--- src/rtl/uart_key_tx_if.sv ---
// Key-byte write port of uart_key_tx: byte strobe from the keyboard decode path
// plus FIFO status returned to the producer.
interface uart_key_tx_if;
   logic [7:0] din;
   logic       din_valid;
   logic       fifo_full;
   logic       fifo_empty;
   logic       overflow;

   modport master (
      output din,
      output din_valid,
      input  fifo_full,
      input  fifo_empty,
      input  overflow
   );

   modport slave (
      input  din,
      input  din_valid,
      output fifo_full,
      output fifo_empty,
      output overflow
   );
endinterface

--- src/rtl/uart_key_tx.sv ---
// Buffered UART transmitter: queues key bytes in a FIFO and sends them 8N1, LSB first.
// Define UART_TX_PARITY_EN to insert an even parity bit (8E1 frames).
module uart_key_tx #(
   parameter int CLK_FREQ   = 100_000_000,
   parameter int BAUD       = 115200,
   parameter int FIFO_DEPTH = 8
) (
   input  logic         clk,
   input  logic         rst,
   uart_key_tx_if.slave key,
   output logic         tx,
   output logic         busy
);
   localparam int CLKS_PER_BIT = CLK_FREQ / BAUD;
   localparam int BAUD_W       = $clog2(CLKS_PER_BIT);
   localparam int PTR_W        = $clog2(FIFO_DEPTH);
   localparam int CNT_W        = PTR_W + 1;

   localparam logic [BAUD_W-1:0] BAUD_LAST = BAUD_W'(CLKS_PER_BIT - 1);
   localparam logic [CNT_W-1:0]  CNT_FULL  = CNT_W'(FIFO_DEPTH);

`ifdef UART_TX_PARITY_EN
   typedef enum logic [2:0] {IDLE, START, DATA, PARITY, STOP} state_t;
`else
   typedef enum logic [1:0] {IDLE, START, DATA, STOP} state_t;
`endif

   state_t            state_q, state_d;
   logic [BAUD_W-1:0] baud_q, baud_d;
   logic [2:0]        bit_q, bit_d;
   logic [7:0]        shift_q, shift_d;
   logic              tx_q, tx_d;
`ifdef UART_TX_PARITY_EN
   logic              parity_q, parity_d;
`endif

   logic [7:0]        mem_q [FIFO_DEPTH];
   logic [PTR_W-1:0]  wr_ptr_q, wr_ptr_d;
   logic [PTR_W-1:0]  rd_ptr_q, rd_ptr_d;
   logic [CNT_W-1:0]  count_q, count_d;
   logic              overflow_q, overflow_d;

   logic full, empty, push, pop, baud_end;

   // Fullness is judged on the registered count, so a write while full is dropped
   // even when the FSM pops in the same cycle.
   assign full     = (count_q == CNT_FULL);
   assign empty    = (count_q == '0);
   assign push     = key.din_valid & ~full;
   assign pop      = (state_q == IDLE) & ~empty;
   assign baud_end = (baud_q == BAUD_LAST);

   always_comb begin
      wr_ptr_d   = push ? wr_ptr_q + PTR_W'(1) : wr_ptr_q;
      rd_ptr_d   = pop  ? rd_ptr_q + PTR_W'(1) : rd_ptr_q;
      overflow_d = key.din_valid & full;
      case ({push, pop})
         2'b10:   count_d = count_q + CNT_W'(1);
         2'b01:   count_d = count_q - CNT_W'(1);
         default: count_d = count_q;
      endcase
   end

   // NOTE: the byte storage has no reset; pointers and count alone define valid entries.
   always_ff @(posedge clk) begin
      if (push) mem_q[wr_ptr_q] <= key.din;
   end

   always_comb begin
      // NOTE: every variable assigned here gets a default first, so no latch is inferred.
      state_d  = state_q;
      baud_d   = baud_q;
      bit_d    = bit_q;
      shift_d  = shift_q;
      tx_d     = 1'b1;
`ifdef UART_TX_PARITY_EN
      parity_d = parity_q;
`endif
      case (state_q)
         IDLE: begin
            if (pop) begin
               shift_d  = mem_q[rd_ptr_q];
`ifdef UART_TX_PARITY_EN
               parity_d = ^mem_q[rd_ptr_q];
`endif
               baud_d   = '0;
               state_d  = START;
            end
         end
         START: begin
            tx_d = 1'b0;
            if (baud_end) begin
               baud_d  = '0;
               bit_d   = '0;
               state_d = DATA;
            end else begin
               baud_d = baud_q + BAUD_W'(1);
            end
         end
         DATA: begin
            tx_d = shift_q[0];
            if (baud_end) begin
               baud_d  = '0;
               shift_d = {1'b0, shift_q[7:1]};
               if (bit_q == 3'd7) begin
`ifdef UART_TX_PARITY_EN
                  state_d = PARITY;
`else
                  state_d = STOP;
`endif
               end else begin
                  bit_d = bit_q + 3'd1;
               end
            end else begin
               baud_d = baud_q + BAUD_W'(1);
            end
         end
`ifdef UART_TX_PARITY_EN
         PARITY: begin
            tx_d = parity_q;
            if (baud_end) begin
               baud_d  = '0;
               state_d = STOP;
            end else begin
               baud_d = baud_q + BAUD_W'(1);
            end
         end
`endif
         STOP: begin
            tx_d = 1'b1;
            if (baud_end) begin
               baud_d  = '0;
               state_d = IDLE;
            end else begin
               baud_d = baud_q + BAUD_W'(1);
            end
         end
         default: state_d = IDLE;
      endcase
   end

   // NOTE: sequential state uses non-blocking assignments so all flops sample pre-edge values.
   always_ff @(posedge clk or posedge rst) begin
      if (rst) begin
         state_q    <= IDLE;
         baud_q     <= '0;
         bit_q      <= '0;
         shift_q    <= '0;
         tx_q       <= 1'b1;
`ifdef UART_TX_PARITY_EN
         parity_q   <= 1'b0;
`endif
         wr_ptr_q   <= '0;
         rd_ptr_q   <= '0;
         count_q    <= '0;
         overflow_q <= 1'b0;
      end else begin
         state_q    <= state_d;
         baud_q     <= baud_d;
         bit_q      <= bit_d;
         shift_q    <= shift_d;
         tx_q       <= tx_d;
`ifdef UART_TX_PARITY_EN
         parity_q   <= parity_d;
`endif
         wr_ptr_q   <= wr_ptr_d;
         rd_ptr_q   <= rd_ptr_d;
         count_q    <= count_d;
         overflow_q <= overflow_d;
      end
   end

   assign tx             = tx_q;
   assign busy           = (state_q != IDLE);
   assign key.fifo_full  = full;
   assign key.fifo_empty = empty;
   assign key.overflow   = overflow_q;
endmodule
--- src/flat_wrapper.sv ---
// flat-port wrapper written by rule: the top's interface ports become plain ports
module uart_key_tx_flat 
#(
   parameter int CLK_FREQ   = 100_000_000,
   parameter int BAUD       = 115200,
   parameter int FIFO_DEPTH = 8
)
  (clk, rst, tx, busy, key_din, key_din_valid, key_fifo_full, key_fifo_empty, key_overflow);
  uart_key_tx_if key_i ();
  input  logic clk;
  input  logic rst;
  output logic tx;
  output logic busy;
  input wire logic [$bits(key_i.din)-1:0] key_din;
  input wire logic [$bits(key_i.din_valid)-1:0] key_din_valid;
  output wire logic [$bits(key_i.fifo_full)-1:0] key_fifo_full;
  output wire logic [$bits(key_i.fifo_empty)-1:0] key_fifo_empty;
  output wire logic [$bits(key_i.overflow)-1:0] key_overflow;
  assign key_i.din = key_din;
  assign key_i.din_valid = key_din_valid;
  assign key_fifo_full = key_i.fifo_full;
  assign key_fifo_empty = key_i.fifo_empty;
  assign key_overflow = key_i.overflow;
  uart_key_tx #(.CLK_FREQ(CLK_FREQ), .BAUD(BAUD), .FIFO_DEPTH(FIFO_DEPTH)) u_core (.clk(clk), .rst(rst), .key(key_i), .tx(tx), .busy(busy));
endmodule
--- config.mk ---
export PLATFORM = sky130hd
export DESIGN_NAME = uart_key_tx_flat
export DESIGN_NICKNAME = d
export VERILOG_FILES = /design/src/rtl/uart_key_tx_if.sv /design/src/rtl/uart_key_tx.sv /design/src/flat_wrapper.sv
export SDC_FILE = /design/constraint.sdc
export NUM_CORES = 1
export LEC_CHECK = 0
export ABC_CLOCK_PERIOD_IN_PS = 5450
export BUFFER_PORTS_ARGS = -buffer_cell sky130_fd_sc_hd__buf_2
export CORE_MARGIN = 5
export CORE_UTILIZATION = 65
export DETAILED_ROUTE_END_ITERATION = 10
export PLACE_DENSITY = 0.86
export SYNTH_ARGS = -nofsm -noshare
export SYNTH_HDL_FRONTEND = slang
export SYNTH_SLANG_ARGS = --single-unit
--- constraint.sdc ---
create_clock -name clk -period 5.45 [get_ports clk]
set_input_delay 1.09 -clock clk [delete_from_list [all_inputs] [get_ports clk]]
set_output_delay 1.09 -clock clk [all_outputs]
set_load 0.02 [all_outputs]
==> reports/metrics.yaml <==
synth_flop_cell: "edfxtp_1"
cts_tree: "done"
worst_pin_slew_ns: 1.10
wl_met1_mm: 3.24
worstPathMaxFanout: 11
min_path_type: "flop to flop"
die_width_um: 91.8
syn_area_per_cell_um2: 15.1
path_clk_slew_ns: 0.10
dp_hpwl_mm: 5.22
dpl_cell_area_um2: 4470
endpoint_kind: "output pin"
htree_levels: 3
numClockSinks: 99
max_clock_freq_ghz: 0.378
grt_overflow: 0
regArea_um2: 2800
clock_path_buffers: 2
finalSetupTns_ns: 0
root_buffer: "clkbuf_8"
p_int_mw: 1.61
n_fill_cell: 389
nets: 327
worstPathRequired_ns: 4.36
clock_skew_ns: 0.00983
top_layer: "met4"
p_seq_share_pct: 46.4
cp-start-kind: "flop"
first_iter_violations: 129
grt_pass1_wl_mm: 12.9
netlist_area_um2: 4350
cts_resized: 0
irDropWorstVdd_v: 0.000371
crit_type: "flop to output pin"
cts_buffers: 9
power_mw: 2.47
die_height_um: 91.8
finalWirelength_mm: 7.58
postCtsSetupBuffers: 0
port_buffers: 15
core_um2: 6420
layout_min_cycle_time_ns: 2.65
wl_met2_mm: 3.93
ioPinCount: 16
final_hold_viol_count: 0
drt_first_pass_iters: 4
row_count: 29
ctsHoldBuffers: 0
slew_headroom_pct: 26.4
syn-instance-count: 287
n_antenna_cell: 0
seq_area_frac_synth_pct: 64.4
drc: 0
insertion_delay_ns: 0.37
design_area_um2: 4690
status: "finished, final reports clean"
grt_pass1_vias: 2480
ys_warn_count: 0
grt_max_degree: 28
antenna_found_initial: 0
syn_nets: 311
synth-seq-cells: 99
p_switching_uw: 861
grtUsageTotal_pct: 20.1
hold_ws_ns: 0.520
crit_path_max_incr_delay_ns: 0.43
synthArstFlopShare_pct: 35.4
start_util_pct: 67.7
drtAntennaViolNets: 0
final.setup.worst_slack_ns: 2.80
power.leakage_nw: 1.82
pwr-share-comb_pct: 32.8
multi_input_area_um2: 1430
viasPerCell: 6.35
swShare_pct: 34.8
rsz0062_at_grt: "false"
path_common_cell: "inv_1"
pre_cts_ws_ns: 2.48
num_vias: 2444
wl_per_cell_um: 19.7
setup_viol: 0
cellPowerDensity_nw_per_um2: 527
synth.distinct_cells: 48
timing.critical_path.cells: "inv_1, ha_1, inv_1, buf_2"
synth_edf_count: 64
period_share_pct: 48.5
area_delta_synth_final_pct: 8.03
crit_slowest_cell: "dfrtp_1"
pwr-share-clk_pct: 20.8
drv_cap: 0
drive_above_1_share_pct: 20.8
report.final.slew_viol_count: 0
dieArea_um2: 8420
routabilityCongestion: 0.846
routed-wl-met3_um: 319
arrival_ns: 1.56
final timing paths:
check / depth (start not counted) / slack (ns) / start / endpoint
max: 4 / 2.80 / u_core.state_q[0] / busy
min in group asynchronous: 2 / 0.65 / rst / u_core.count_q[2]
min: 1 / 0.52 / u_core.baud_q[6] / u_core.baud_q[6]
min reg2reg: 1 / 0.52 / u_core.baud_q[6] / u_core.baud_q[6]
max reg2reg: 10 / 2.86 / u_core.state_q[0] / u_core.count_q[3]
max in group asynchronous: 3 / 4.08 / rst / u_core.tx
area by class of cell:
cell class / instances / area share [%]
Clock buffer: 9 / 2.64
Tap cell: 77 / 2.05
Inverter: 15 / 1.20
Timing Repair Buffer: 16 / 1.76
Sequential cell: 99 / 59.6
Multi-Input combinational cell: 162 / 30.5
Clock inverter: 7 / 2.24
stage by stage:
stage | utilization, % | cells
after floorplan | - | 287
after global placement | 69.5 | 369
after detailed placement | 69.5 | 369
final | 73.1 | 385
after global routing | 73.1 | 385
after CTS | 73.1 | 385
logic make-up after synthesis:
kind of cell | count (synthesis) | share of synthesized area, %
AO/OA/AOI/OAI | 43 | 6.88
XOR/XNOR | 8 | 1.61
adder cells (fa/ha/maj) | 13 | 3.92
buffers and inverters | 26 | 2.65
multiplexers | 29 | 11.8
flip-flops | 99 | 64.4
AND/OR/NAND/NOR | 69 | 8.70
critical path, delay by kind of cell (launching register included):
kind	cells	cell delay, ns
adders and majority gates	1	0.39
DFF	1	0.43
buffers and inverters	3	0.36
cells in the mapped netlist (3+ instances only):
master     n  share of area (%)
mux2_2     3               0.78
dfrtp_1   34                 20
ha_1      12                3.5
o22ai_1    4               0.58
inv_1     15                1.3
a31oi_1    3               0.43
nor2_1    14                1.2
a22o_1     3               0.60
edfxtp_1  64                 44
and2_1     3               0.43
o22a_1     3               0.60
xnor2_1    6                1.2
mux4_2    16                8.3
nand2_1   19                1.6
nor3_1     7               0.81
o21ai_0   12                1.4
mux2i_1    6                1.4
nand2b_1   5               0.72
a21oi_1    7               0.81
mux2_4     4                1.4
nand3_1    6               0.69
clkbuf_1   7               0.60
per-layer routing:
layer | GRT usage [%] | vias up
met4 | 6.93 | 0
met1 | 26.5 | 1260
li1 | - | 1118
met2 | 32.5 | 54
met3 | 5.40 | 12
met5 | 0 | -
power groups by stage:
| stage | Clock, mW | Combinational (mW) | Sequential [mW] |
|---|---|---|---|
| 2_1_floorplan | 0 | 0.712 | 1.08 |
| 3_3_place_gp | 0 | 0.775 | 1.15 |
| 3_5_place_dp | 0 | 0.816 | 1.16 |
| 4_1_cts | 0.525 | 0.820 | 1.15 |
| 5_1_grt | 0.558 | 0.901 | 1.18 |
| 6_report | 0.514 | 0.810 | 1.15 |
state kept, by name, summed over array words and instances, names as in the netlist:
name / cells
u_core.key.overflow: 1
u_core.state_q: 2
u_core.mem_q: 64
u_core.baud_q: 10
u_core.wr_ptr_q: 3
u_core.bit_q: 3
u_core.shift_q: 8
u_core.count_q: 4
u_core.tx: 1
u_core.rd_ptr_q: 3
cells in the final DEF, fill, tap and decap left out, types with 2 or more instances in the layout:
master / n
o22a_1: 3
nand3_1: 6
nand2b_1: 5
nor4_1: 2
mux2_4: 4
ha_1: 12
nand4_1: 2
nor2_1: 14
buf_2: 15
a21oi_1: 7
a31oi_1: 3
inv_8: 3
clkinv_8: 2
edfxtp_1: 64
nand2_1: 19
nor3_1: 7
mux2i_1: 6
o21ai_0: 12
dfrtp_1: 34
and2_1: 3
o22ai_1: 4
nor4_4: 2
xor2_1: 2
mux2_2: 3
a22oi_1: 2
nor2b_1: 2
inv_1: 15
xnor2_1: 6
mux4_2: 16
a22o_1: 3
clkbuf_8: 9
No activity file was read; power rests on OpenSTA's default activity.
